--- src/rtl/i2s_pkg.sv ---
// i2s_pkg: shared types and constants for the i2s sample scheduler.
//   state_t      - frame sequencer states
//   BUSY_TIMEOUT - cycles to wait for the serializer to drop ready after a send
//   DEF_WIDTH    - default sample width per channel
//   MIN_PERIOD   - smallest usable frame period in clk cycles
package i2s_pkg;
   typedef enum logic [1:0] {IDLE, SEND, BUSY, DONE} state_t;
   localparam int BUSY_TIMEOUT = 4;
   localparam int DEF_WIDTH = 16;
   localparam int MIN_PERIOD = 2;
endpackage

--- src/rtl/i2s_sample_scheduler_if.sv ---
// i2s_sample_scheduler_if: producer handshake and serializer bus of the scheduler.
//   in_valid/in_ready/in_left/in_right      - stereo pair push handshake
//   i2s_ready/i2s_send/i2s_word_length/
//   i2s_left/i2s_right                      - serializer control and data
//   slave modport: scheduler side; master modport: producer + serializer side
interface i2s_sample_scheduler_if #(parameter int WIDTH = i2s_pkg::DEF_WIDTH);
   logic             in_valid;
   logic             in_ready;
   logic [WIDTH-1:0] in_left;
   logic [WIDTH-1:0] in_right;
   logic             i2s_ready;
   logic             i2s_send;
   logic [7:0]       i2s_word_length;
   logic [WIDTH-1:0] i2s_left;
   logic [WIDTH-1:0] i2s_right;
   modport slave (
      input  in_valid, in_left, in_right, i2s_ready,
      output in_ready, i2s_send, i2s_word_length, i2s_left, i2s_right
   );
   modport master (
      output in_valid, in_left, in_right, i2s_ready,
      input  in_ready, i2s_send, i2s_word_length, i2s_left, i2s_right
   );
endinterface

--- src/rtl/sample_fifo.sv ---
// sample_fifo: W x DEPTH synchronous FIFO with occupancy output.
//   clk, reset    - clock, synchronous active-high reset (empties the FIFO)
//   push, wdata   - write request and data; accepted only when ready
//   ready         - not full (from registered fill, so a pop never frees a slot early)
//   pop           - read request; ignored when empty
//   rdata, empty  - head of the FIFO (valid when !empty)
//   fill          - current occupancy
module sample_fifo import i2s_pkg::*; #(
   parameter int W     = 2 * DEF_WIDTH,
   parameter int DEPTH = 8
) (
   input  logic                   clk,
   input  logic                   reset,
   input  logic                   push,
   input  logic                   pop,
   input  logic [W-1:0]           wdata,
   output logic                   ready,
   output logic                   empty,
   output logic [W-1:0]           rdata,
   output logic [$clog2(DEPTH):0] fill
);
   localparam int AW = $clog2(DEPTH);
   localparam int FW = AW + 1;
   logic [W-1:0]  mem [DEPTH];
   logic [AW-1:0] wp, rp;
   logic          wr, rd;
   assign ready = fill != FW'(DEPTH);
   assign empty = fill == '0;
   assign wr    = push && ready;
   assign rd    = pop && !empty;
   assign rdata = mem[rp];
   always_ff @(posedge clk) begin
      if (reset) begin
         wp   <= '0;
         rp   <= '0;
         fill <= '0;
      end else begin
         wp   <= wp + AW'(wr);
         rp   <= rp + AW'(rd);
         fill <= fill + FW'(wr) - FW'(rd);
      end
   end
   always_ff @(posedge clk) begin
      if (wr) mem[wp] <= wdata;
   end
endmodule

--- src/rtl/i2s_sample_scheduler.sv ---
// i2s_sample_scheduler: paces an i2s serializer at a programmable frame rate from a pair FIFO.
//   clk, reset        - clock, synchronous active-high reset
//   enable            - runs the frame tick generator
//   sample_period     - clk cycles per frame (0 and 1 behave as 2)
//   word_length       - bits per channel, captured at each send
//   bus               - producer handshake and serializer bus (slave side)
//   fill              - FIFO occupancy
//   underrun_count    - saturating count of frames sent with an empty FIFO
//   overrun_count     - saturating count of ticks that found a frame still pending
module i2s_sample_scheduler import i2s_pkg::*; #(
   parameter int WIDTH = DEF_WIDTH,
   parameter int DEPTH = 8,
   parameter int DIV_W = 16
) (
   input  logic                   clk,
   input  logic                   reset,
   input  logic                   enable,
   input  logic [DIV_W-1:0]       sample_period,
   input  logic [7:0]             word_length,
   i2s_sample_scheduler_if.slave  bus,
   output logic [$clog2(DEPTH):0] fill,
   output logic [15:0]            underrun_count,
   output logic [15:0]            overrun_count
);
   localparam int TW = $clog2(BUSY_TIMEOUT);
   state_t             state, state_n;
   logic [DIV_W-1:0]   cnt, period;
   logic [TW-1:0]      tmr;
   logic               pending, tick, go, empty, pop;
   logic [2*WIDTH-1:0] head;
   logic [WIDTH-1:0]   left_q, right_q;
   logic [7:0]         wl_q;
   assign period = sample_period < DIV_W'(MIN_PERIOD) ? DIV_W'(MIN_PERIOD) : sample_period;
   // >= rather than == so a period shortened below the current count wraps at once
   assign tick = enable && cnt >= period - DIV_W'(1);
   assign go   = state == IDLE && pending && bus.i2s_ready;
   assign pop  = state == SEND && !empty;
   sample_fifo #(.W(2 * WIDTH), .DEPTH(DEPTH)) u_fifo (
      .clk   (clk),
      .reset (reset),
      .push  (bus.in_valid),
      .pop   (pop),
      .wdata ({bus.in_left, bus.in_right}),
      .ready (bus.in_ready),
      .empty (empty),
      .rdata (head),
      .fill  (fill)
   );
   always_comb begin
      state_n             = state;
      bus.i2s_send        = state == SEND;
      bus.i2s_left        = left_q;
      bus.i2s_right       = right_q;
      bus.i2s_word_length = wl_q;
      unique case (state)
         IDLE: state_n = go ? SEND : IDLE;
         SEND: begin
            state_n             = BUSY;
            bus.i2s_left        = empty ? '0 : head[2*WIDTH-1:WIDTH];
            bus.i2s_right       = empty ? '0 : head[WIDTH-1:0];
            bus.i2s_word_length = word_length;
         end
         // a serializer that never drops ready ignored the strobe; give up after the timeout
         BUSY: state_n = !bus.i2s_ready ? DONE : tmr == TW'(BUSY_TIMEOUT - 1) ? IDLE : BUSY;
         DONE: state_n = bus.i2s_ready ? IDLE : DONE;
         default: state_n = IDLE;
      endcase
   end
   always_ff @(posedge clk) begin
      if (reset) begin
         state          <= IDLE;
         cnt            <= '0;
         tmr            <= '0;
         pending        <= 1'b0;
         left_q         <= '0;
         right_q        <= '0;
         wl_q           <= '0;
         underrun_count <= '0;
         overrun_count  <= '0;
      end else begin
         state   <= state_n;
         cnt     <= !enable || tick ? '0 : cnt + DIV_W'(1);
         tmr     <= state == BUSY ? tmr + TW'(1) : '0;
         // a tick coinciding with SEND entry starts a fresh frame instead of overrunning
         pending <= enable && (tick || (pending && !go));
         if (tick && pending && !go && overrun_count != '1) overrun_count <= overrun_count + 16'd1;
         if (state == SEND) begin
            left_q  <= bus.i2s_left;
            right_q <= bus.i2s_right;
            wl_q    <= word_length;
            if (empty && underrun_count != '1) underrun_count <= underrun_count + 16'd1;
         end
      end
   end
endmodule
--- src/flat_wrapper.sv ---
// flat-port wrapper written by rule: the top's interface ports become plain ports
module i2s_sample_scheduler_flat import i2s_pkg::*;
#(
   parameter int WIDTH = DEF_WIDTH,
   parameter int DEPTH = 8,
   parameter int DIV_W = 16
)
  (clk, reset, enable, sample_period, word_length, fill, underrun_count, overrun_count, bus_in_valid, bus_in_left, bus_in_right, bus_i2s_ready, bus_in_ready, bus_i2s_send, bus_i2s_word_length, bus_i2s_left, bus_i2s_right);
  i2s_sample_scheduler_if #(.WIDTH(WIDTH)) bus_i ();
  input  logic clk;
  input  logic reset;
  input  logic enable;
  input  logic [DIV_W-1:0] sample_period;
  input  logic [7:0] word_length;
  output logic [$clog2(DEPTH):0] fill;
  output logic [15:0] underrun_count;
  output logic [15:0] overrun_count;
  input wire logic [$bits(bus_i.in_valid)-1:0] bus_in_valid;
  input wire logic [$bits(bus_i.in_left)-1:0] bus_in_left;
  input wire logic [$bits(bus_i.in_right)-1:0] bus_in_right;
  input wire logic [$bits(bus_i.i2s_ready)-1:0] bus_i2s_ready;
  output wire logic [$bits(bus_i.in_ready)-1:0] bus_in_ready;
  output wire logic [$bits(bus_i.i2s_send)-1:0] bus_i2s_send;
  output wire logic [$bits(bus_i.i2s_word_length)-1:0] bus_i2s_word_length;
  output wire logic [$bits(bus_i.i2s_left)-1:0] bus_i2s_left;
  output wire logic [$bits(bus_i.i2s_right)-1:0] bus_i2s_right;
  assign bus_i.in_valid = bus_in_valid;
  assign bus_i.in_left = bus_in_left;
  assign bus_i.in_right = bus_in_right;
  assign bus_i.i2s_ready = bus_i2s_ready;
  assign bus_in_ready = bus_i.in_ready;
  assign bus_i2s_send = bus_i.i2s_send;
  assign bus_i2s_word_length = bus_i.i2s_word_length;
  assign bus_i2s_left = bus_i.i2s_left;
  assign bus_i2s_right = bus_i.i2s_right;
  i2s_sample_scheduler #(.WIDTH(WIDTH), .DEPTH(DEPTH), .DIV_W(DIV_W)) u_core (.clk(clk), .reset(reset), .enable(enable), .sample_period(sample_period), .word_length(word_length), .bus(bus_i), .fill(fill), .underrun_count(underrun_count), .overrun_count(overrun_count));
endmodule
--- config.mk ---
export PLATFORM = sky130hd
export DESIGN_NAME = i2s_sample_scheduler_flat
export DESIGN_NICKNAME = d
export VERILOG_FILES = /design/src/rtl/i2s_pkg.sv /design/src/rtl/i2s_sample_scheduler_if.sv /design/src/rtl/sample_fifo.sv /design/src/rtl/i2s_sample_scheduler.sv /design/src/flat_wrapper.sv
export SDC_FILE = /design/constraint.sdc
export NUM_CORES = 1
export LEC_CHECK = 0
export CAP_MARGIN = 0
export CORE_MARGIN = 2
export CORE_UTILIZATION = 30
export DETAILED_ROUTE_END_ITERATION = 12
export DONT_BUFFER_PORTS = 1
export PLACE_DENSITY = 0.48
export SLEW_MARGIN = 10
export SYNTH_ARGS = -nofsm -noshare
export SYNTH_HDL_FRONTEND = slang
export SYNTH_SLANG_ARGS = --single-unit
--- constraint.sdc ---
create_clock -name clk -period 13.67 [get_ports clk]
set_clock_uncertainty 0.05 [all_clocks]
set_input_delay 2.734 -clock clk [delete_from_list [all_inputs] [get_ports clk]]
set_output_delay 2.734 -clock clk [all_outputs]
set_load 0.01 [all_outputs]
==> Word-level counts from Yosys, hierarchy flattened <==
Memories as Yosys holds them, arrays and structs flattened. A register that Yosys moved wholly into a read port is not among the register bits.
Cells that the tools add are included.
{ "totals": {"ff_bits": 103, "mem_bits_rw": 256, "inputBits": 61, "elab_cells": 68, "memories": 1} }
{ "classes": {"n_addsub": 9, "magnitude_cmp": 2, "eq_ne": 7, "muxes": 14, "n_bitwise": 1, "n_reduce_logical": 22} }
{ "mem_list": {"columns": ["name", "words", "width", "rd", "rd_ports_with_merged_regs", "wr", "line", "source"], "rows": [
  ["u_core.u_fifo.mem", 8, 32, 1, 1, 1, "sample_fifo.sv:24", "logic [W-1:0] mem [DEPTH];"]
]} }
{ "ops": {"columns": ["operator", "count"], "rows": [
  ["two-way mux 16 bit", 5],
  ["adder 16 x 1 -> 16 bit, second input constant", 3],
  ["!= test 16 bit, second input constant", 2],
  ["greater-or-equal comparator 16 bit", 1],
  ["< comparator 16 x 2 -> 1 bit, second input constant", 1],
  ["subtractor 16 x 1 -> 16 bit, second input constant", 1],
  ["logical AND 1 bit", 12],
  ["two-way mux 8 bit", 1],
  ["one-hot mux 2 bit (4 select lines)", 1],
  ["adder 3 x 1 -> 3 bit", 2],
  ["equality test 2 bit, second input constant", 3],
  ["two-way mux 2 bit", 3],
  ["adder 4 x 1 -> 4 bit", 1],
  ["zero test 4 bit", 1],
  ["!= test 4 bit, second input constant", 1],
  ["OR reduction 2 bit", 2],
  ["subtractor 4 x 1 -> 4 bit", 1],
  ["zero test 1 bit", 3],
  ["two-way mux 1 bit", 3],
  ["two-way mux 3 bit", 1],
  ["adder 2 x 1 -> 2 bit, second input constant", 1],
  ["equality test 2 x 1 -> 1 bit, second input constant", 1],
  ["zero test 2 bit", 1],
  ["logical OR 1 bit", 2],
  ["other kinds (2)", 2]
]} }

==> Logic depth before layout (Yosys ltp) <==
Gate-level depths: netlist of run 1.
{ "logic_depth": {"word_depth": 8, "mapped_depth": 18} }

==> Hierarchy <==
Synthesis of run 1 repeated with hierarchy kept, for this count alone.
{ "hier_totals": {"cells_unflattened": 1002, "area_unflattened_um2": 15028.2} }
{ "modules_own_cells": {"columns": ["mod", "instances", "cells_per_inst", "area_each_um2", "seq_area_each_um2"], "rows": [
  ["sample_fifo", 1, 434, 10391.2, 7887.6],
  ["i2s_sample_scheduler", 1, 568, 4636.9, 1861.8]
]} }

==> Worst setup path before layout of run 1 <==
Ideal clock, no wire load.
{ "synth_timing": {"kind": "input to register", "from": "input port sample_period[4]", "to": "register u_core.overrun_count[10]", "setup_time_ns": 0.123, "t_arrival_ns": 6.660, "required_time_ns": 13.497, "setup_slack_ns": 6.836, "stages": 17, "path_buffers": 1, "path_cell_list": "or3_1 or3_1 nor3b_1 nand2b_1 ha_1 nand2_1 or2_2 nor4_1 xnor2_1 ha_1 and4_2 o211ai_2 o32a_4 a21o_4 buf_6 nor3_1 mux2_1"} }
{ "synth_between": {"elab_chain_len": 8} }
{ "synth_lines": {"columns": ["item", "line", "source"], "rows": [
  ["start, declared", "flat_wrapper.sv:13", "input logic [DIV_W-1:0] sample_period;"],
  ["< comparator 16 x 2 -> 1 bit", "i2s_sample_scheduler.sv:33", "assign period = sample_period < DIV_W'(MIN_PERIOD) ? DIV_W'(MIN_PERIOD) : sample_period;"],
  ["two-way mux 16 bit (*)", "i2s_sample_scheduler.sv:33", null],
  ["subtractor 16 x 1 -> 16 bit (*)", "i2s_sample_scheduler.sv:35", "assign tick = enable && cnt >= period - DIV_W'(1);"],
  ["greater-or-equal comparator 16 bit (*)", "i2s_sample_scheduler.sv:35", null],
  ["logical AND 1 bit (*)", "i2s_sample_scheduler.sv:35", null],
  ["logical AND 1 bit (*) (3 in a row)", "i2s_sample_scheduler.sv:86", "if (tick && pending && !go && overrun_count != '1) overrun_count <= overrun_count + 16'd1;"],
  ["end signal, assigned", "i2s_sample_scheduler.sv:86", null],
  ["end, declared", "i2s_sample_scheduler.sv:23", "output logic [15:0] overrun_count"]
]} }
Every way passes the cells marked *; elsewhere a longest branch is shown, timed or not.
A chain may end at the register's enable or synchronous reset.

==> Worst setup path in the final report of run 1 <==
{ "layout_timing": {"from": "input port sample_period[10]", "to": "register u_core.overrun_count[15]"} }
The elaborated chain is that of the path after synthesis.

==> results of run 1 <==
-- cell type report --
class,instances,area [µm²],area share
multi-input combinational,560,4670,0.278
timing repair buffer,15,113,0.00670
clock inverter,21,275,0.0164
inverter,16,60.1,0.00357
clock buffer,59,1160,0.0688
tap,615,769,0.0458
sequential,359,9760,0.581
-- logic make-up (layout without fill, tap and decap cells) --
| kind of cell | after synthesis | after routing |
|---|---|---|
| and+or+nand+nor | 297 | 297 |
| DFF | 359 | 359 |
| buffers and inverters | 56 | 111 |
| xor gates and xnor gates | 47 | 47 |
| AOI/OAI and AO/OA | 82 | 82 |
| adders and majority gates | 32 | 32 |
| muxes | 102 | 102 |
-- critical path, stage by stage --
cell and delay, ns:
nor4_1 0.43, nand2_1 0.17, nor3_1 0.19, nor3b_1 0.40, nand2b_1 0.19, ha_1 0.21
nand2_1 0.10, or2_2 0.32, nor4_1 0.24, xnor2_1 0.14, ha_1 0.30, and4_2 0.25
o211ai_2 0.10, o32a_4 0.42, a21o_4 0.28, or4_1 0.47, a21oi_1 0.14
-- power by group --
group / internal, mW / switching, mW
clock: 0.692 / 0.452
combinational: 0.0431 / 0.0671
sequential: 1.21 / 0.0143
total: 1.95 / 0.534
-- per-stage QoR --
| stage | std cells | instance area, µm² |
|---|---|---|
| floorplan | 975 | 14600 |
| global placement | 1565 | 15400 |
| detailed placement | 1565 | 15400 |
| CTS | 1645 | 16800 |
| global route | 1645 | 16800 |
| finish | 1645 | 16800 |
-- cells in the final DEF (no fill, tap or decap), drive strengths merged, types with 9 or more instances in the layout --
cell,netlist,final
mux4,64,64
or3,10,10
mux2i,34,34
clkinv,0,13
inv,16,17
nand3,21,21
nand4,9,9
o21ai,45,45
nor2b,49,49
edfxtp,256,256
xor2,24,24
buf,14,15
nor3,14,14
nor2,68,68
xnor2,23,23
clkbuf,26,59
a21oi,20,20
nand2,83,83
and3,12,12
ha,31,31
dfxtp,103,103
-- worst max path at each step --
stage | start | to
detailed placement | sample_period[10] | u_core.overrun_count[11]$_SDFFE_PP0P_
floorplan | sample_period[4] | u_core.overrun_count[10]$_SDFFE_PP0P_
global placement | sample_period[10] | u_core.overrun_count[15]$_SDFFE_PP0P_
global route | sample_period[10] | u_core.cnt[11]$_SDFF_PP0_
CTS | sample_period[10] | u_core.overrun_count[14]$_SDFFE_PP0P_
finish | sample_period[10] | u_core.overrun_count[15]$_SDFFE_PP0P_
-- registers in the layout, summed over array words and instances (netlist names) --
register,flops
u_core.u_fifo.mem,256
u_core.wl_q,8
u_core.overrun_count,16
u_core.right_q,16
u_core.u_fifo.wp,3
u_core.pending,1
u_core.underrun_count,16
u_core.left_q,16
u_core.state,2
u_core.tmr,2
u_core.cnt,16
u_core.u_fifo.fill,4
u_core.u_fifo.rp,3
-- layer usage --
| metal | GRT usage | part of all wire | up-vias |
|---|---|---|---|
| met5 | 0 | 0 | - |
| met4 | 0.0440 | 0.024 | 0 |
| met3 | 0.0357 | 0.060 | 50 |
| met2 | 0.219 | 0.48 | 160 |
| met1 | 0.166 | 0.44 | 3847 |
| li1 | - | - | 3700 |
==> impl_metrics.toml, run 1 <==
[power_and_ir_drop]
finalPower_mw = 2.48
ir_drop_v = 0.0000800
powerDensity_mw_per_mm2 = 148
leakagePower_nw = 5.35

[floorplanning]
rows = 80
die_x_um = 225
start_util = 0.305
fp.dieArea_mm2 = 0.0504
design.core.area_mm2 = 0.0478
dieHeight_um = 225
io_pins = 139

[worst_setup_path]
worstPathArrival_ns = 7.10
crit_type = "input port to flip-flop"
timing.rr.end = "u_core.u_fifo.fill[2]$_SDFF_PP0_"
r2r_start = "u_core.state[1]$_SDFF_PP0_"
worstPathRequired_ns = 14.11
rr_worst_depth = 13
end_kind = "flip-flop"
worst-r2r-setup-slack_ns = 10.27
cp-start-kind = "input port"
path_max_fanout = 18

[sta]
fin_crit_ns = 6.66
fin_hold_ws_ns = 0.372
maxSlewHeadroom = 0.314
rsz0062_at_grt = "false"
setup_viol = 0
fin_ws_ns = 7.01
max_slew.worst_pin.slew_ns = 1.03
finalHoldViolCount = 0
tns_ns = 0
period_share = 0.487
max_freq_ghz = 0.150
slew_viol_final = 0

[synthesis]
post-synth-top-count-cell = "edfxtp_1"
avgSynthCellArea_um2 = 15.0
synthMuxAreaShare = 0.125
synthTopCellsByCount = "256 x edfxtp_1, 103 x dfxtp_1, 83 x nand2_1, 68 x nor2_1, 64 x mux4_2"
syn-num-nets = 1068
yosys_warnings = 0
yosysTopAreaCell = "edfxtp_1"
synth_seq_area_share = 0.668
synthSimpleGateAreaFrac = 0.102
synth_area_mm2 = 0.0146
synth_top_family_by_area = "multiplexers"
synth_ff_type = "edfxtp_1"
synth_top_area_frac = 0.527
synthTopCellsByArea = "edfxtp_1 53%, dfxtp_1 14%, mux4_2 9.9%"
synth_edf_count = 256
ys_ff_latch = 359
synth-xor-area-share = 0.0282
synth_compound_area_frac = 0.0333
synthCells = 975
synth_fa_ha_area_frac = 0.0280
async_flop_share = 0
synth.distinct_cells = 55

[grt]
grt_pass1_vias = 7908
grt_max_degree = 93
grt_pass1_wl_um = 49400
antenna_found_initial = 0
gr-usage-all-layers = 0.131
gr-total-overflow = 0

[cells_and_area]
finish.utilization = 0.351
nets = 1088
drive_gt1_frac = 0.162
antenna_cells = 0
syn_to_final_growth_pct = 15.1
fill_cells = 4595

[route]
routedWlPerCell_um = 20.0
wl_um = 32900
viasPerCell = 4.72
vias = 7757
first_pass_iters = 4
drc = 0
ant_nets = 0
drt_iter0_drc = 477

[outcome]
status = "complete, no violations"

[hold_path]
hp-class = "flip-flop to flip-flop"
hp-start = "u_core.tmr[0]$_SDFF_PP0_"
whs_path_depth = 1
worstHoldEndpoint = "u_core.tmr[0]$_SDFF_PP0_"

[clocking]
clock-sinks = 359
path_clk_slew_ns = 0.05
clk-insertion-delay-late_ns = 0.57
cts_tree = "built"
cts_setup_buffers = 0
cts-root-buf = "clkbuf_16"
cts_hold_buf = 0
htreeDepth = 2
clk_path_buf_depth = 3
cts.repair.resized = 0
cts_inserted_buffers = 43

[place]
portBuffers = 0
gp_congestion = 0.765
dp_hpwl_um = 19600
place_ws_ns = 6.47

[job]
drv_cap = 0
(Power assumes the default switching activity.)
==> run 2: changes to the inputs <==
- clock period: 13.67 -> 6.79 ns (I/O delays scaled with it)
==> run 2 against run 1 <==
Against the previous run:
- combinational power grew 100%
- cell count is essentially flat
- design area is 0.40% lower
- global-route usage grew 0.22 points
- non-clock buffer count up 1
- die area stayed put
- power rose by 97%
- critical path depth unchanged
- via count rose by 0.84%
- clock power up 94%
- largest power group unchanged
==> impl_metrics.toml, run 2 (same netlist as run 1, synthesis figures left out) <==
[clocking]
cts_inserted_buffers = 42
cts-root-buf = "clkbuf_16"
clk-insertion-delay-late_ns = 0.58
cts.repair.resized = 0
clk_path_buf_depth = 3
htreeDepth = 2
clock-sinks = 359
path_clk_slew_ns = 0.06
cts_tree = "built"
cts_setup_buffers = 0
cts_hold_buf = 0

[grt]
grt_pass1_wl_um = 50200
grt_pass1_vias = 7995
grt_max_degree = 93
gr-usage-all-layers = 0.134
antenna_found_initial = 0
gr-total-overflow = 0

[worst_setup_path]
crit_type = "input port to flip-flop"
rr_worst_depth = 13
cp_num_buf_inv = 0
worstPathRequired_ns = 7.22
path_max_fanout = 18
endpoint = "u_core.overrun_count[15]$_SDFFE_PP0P_"
worst-path-stages = 17
crit_path_top_delay_cell = "or4_1"
end_kind = "flip-flop"
max_stage_delay_ns = 0.48
worstPathArrival_ns = 5.69
cp_top_family = "simple AND/OR/NAND/NOR gates"
timing.rr.end = "u_core.u_fifo.fill[2]$_SDFF_PP0_"
startpoint = "sample_period[10]"
r2r_start = "u_core.state[1]$_SDFF_PP0_"
worst-r2r-setup-slack_ns = 3.37
path_cells = "nor4_1 > nand2_1 > nor3_1 > nor3b_1 > nand2b_1 > ha_1 > nand2_1 > or2_2 > nor4_1 > xnor2_1 > ha_1 > and4_2 > o211ai_2 > o32a_4 > a21o_4 > or4_1 > a21oi_1"
cp-start-kind = "input port"

[sta]
maxSlewHeadroom = 0.316
fin_ws_ns = 1.53
slew_viol_final = 0
setup_viol = 0
tns_ns = 0
fin_crit_ns = 5.26
fin_hold_ws_ns = 0.379
max_freq_ghz = 0.190
period_share = 0.775
finalHoldViolCount = 0
max_slew.worst_pin.slew_ns = 1.03
rsz0062_at_grt = "false"

[cells_and_area]
layoutNonFillerInstCount = 1644
fill_cells = 4603
finish.utilization = 0.350
syn_to_final_growth_pct = 14.7
design_area_mm2 = 0.0167
antenna_cells = 0
final_cell_mix = "256 x edfxtp_1, 100 x dfxtp_1, 83 x nand2_1"
drive_gt1_frac = 0.161
nets = 1088
largest-register = "u_core.u_fifo.mem"
layout_commonest_cell = "edfxtp_1"
largest_reg_flops = 256

[floorplanning]
rows = 80
fp.dieArea_mm2 = 0.0504
dieHeight_um = 225
die_x_um = 225
start_util = 0.305
io_pins = 139
design.core.area_mm2 = 0.0478

[route]
drt_iter0_drc = 483
ant_nets = 0
first_pass_iters = 4
routedWlPerCell_um = 20.2
viasPerCell = 4.76
vias = 7822
drc = 0
wl_um = 33100

[job]
drv_cap = 0

[place]
detailed_place.area_mm2 = 0.0154
place_ws_ns = 0.957
dp_hpwl_um = 19900
dp.cells = 1566
portBuffers = 0
gp_congestion = 0.748

[power_and_ir_drop]
leakagePower_nw = 5.32
finalPower_mw = 4.90
powerDensity_mw_per_mm2 = 293
ir_drop_v = 0.000196

[hold_path]
hp-class = "flip-flop to flip-flop"

[outcome]
status = "complete, no violations"
[run 2: worst min-delay path by stage]
stage,startpoint,to,depth (start not counted)
2_1_floorplan,u_core.tmr[0]$_SDFF_PP0_,u_core.tmr[0]$_SDFF_PP0_,1
3_3_place_gp,u_core.tmr[0]$_SDFF_PP0_,u_core.tmr[0]$_SDFF_PP0_,1
3_5_place_dp,u_core.tmr[0]$_SDFF_PP0_,u_core.tmr[0]$_SDFF_PP0_,1
4_1_cts,u_core.tmr[0]$_SDFF_PP0_,u_core.tmr[0]$_SDFF_PP0_,1
5_1_grt,u_core.tmr[0]$_SDFF_PP0_,u_core.tmr[0]$_SDFF_PP0_,1
6_report,u_core.tmr[0]$_SDFF_PP0_,u_core.tmr[0]$_SDFF_PP0_,1
[run 2: layout make-up]
class	count	area, µm²	share of cell area
Clock buffer	58	1140	0.0682
Multi-Input combinational cell	560	4670	0.279
Tap cell	615	769	0.0460
Inverter	16	60.1	0.00359
Clock inverter	20	215	0.0129
Sequential cell	359	9760	0.583
Timing Repair Buffer	16	120	0.00718
[run 2: routing by layer]
| metal | GRT usage | vias up | wire length, µm | part of all wire |
|---|---|---|---|---|
| met4 | 0.0357 | 0 | 622 | 0.019 |
| met1 | 0.167 | 3919 | 14400 | 0.43 |
| met2 | 0.222 | 164 | 15900 | 0.48 |
| li1 | - | 3687 | - | - |
| met3 | 0.0448 | 52 | 2270 | 0.069 |
| met5 | 0 | - | 0 | 0 |
[run 2: report_power, final]
| part | internal [mW] | total [mW] | switching, mW |
|---|---|---|---|
| Clock | 1.30 | 2.21 | 0.908 |
| Combinational | 0.0870 | 0.222 | 0.135 |
| Sequential | 2.44 | 2.47 | 0.0287 |
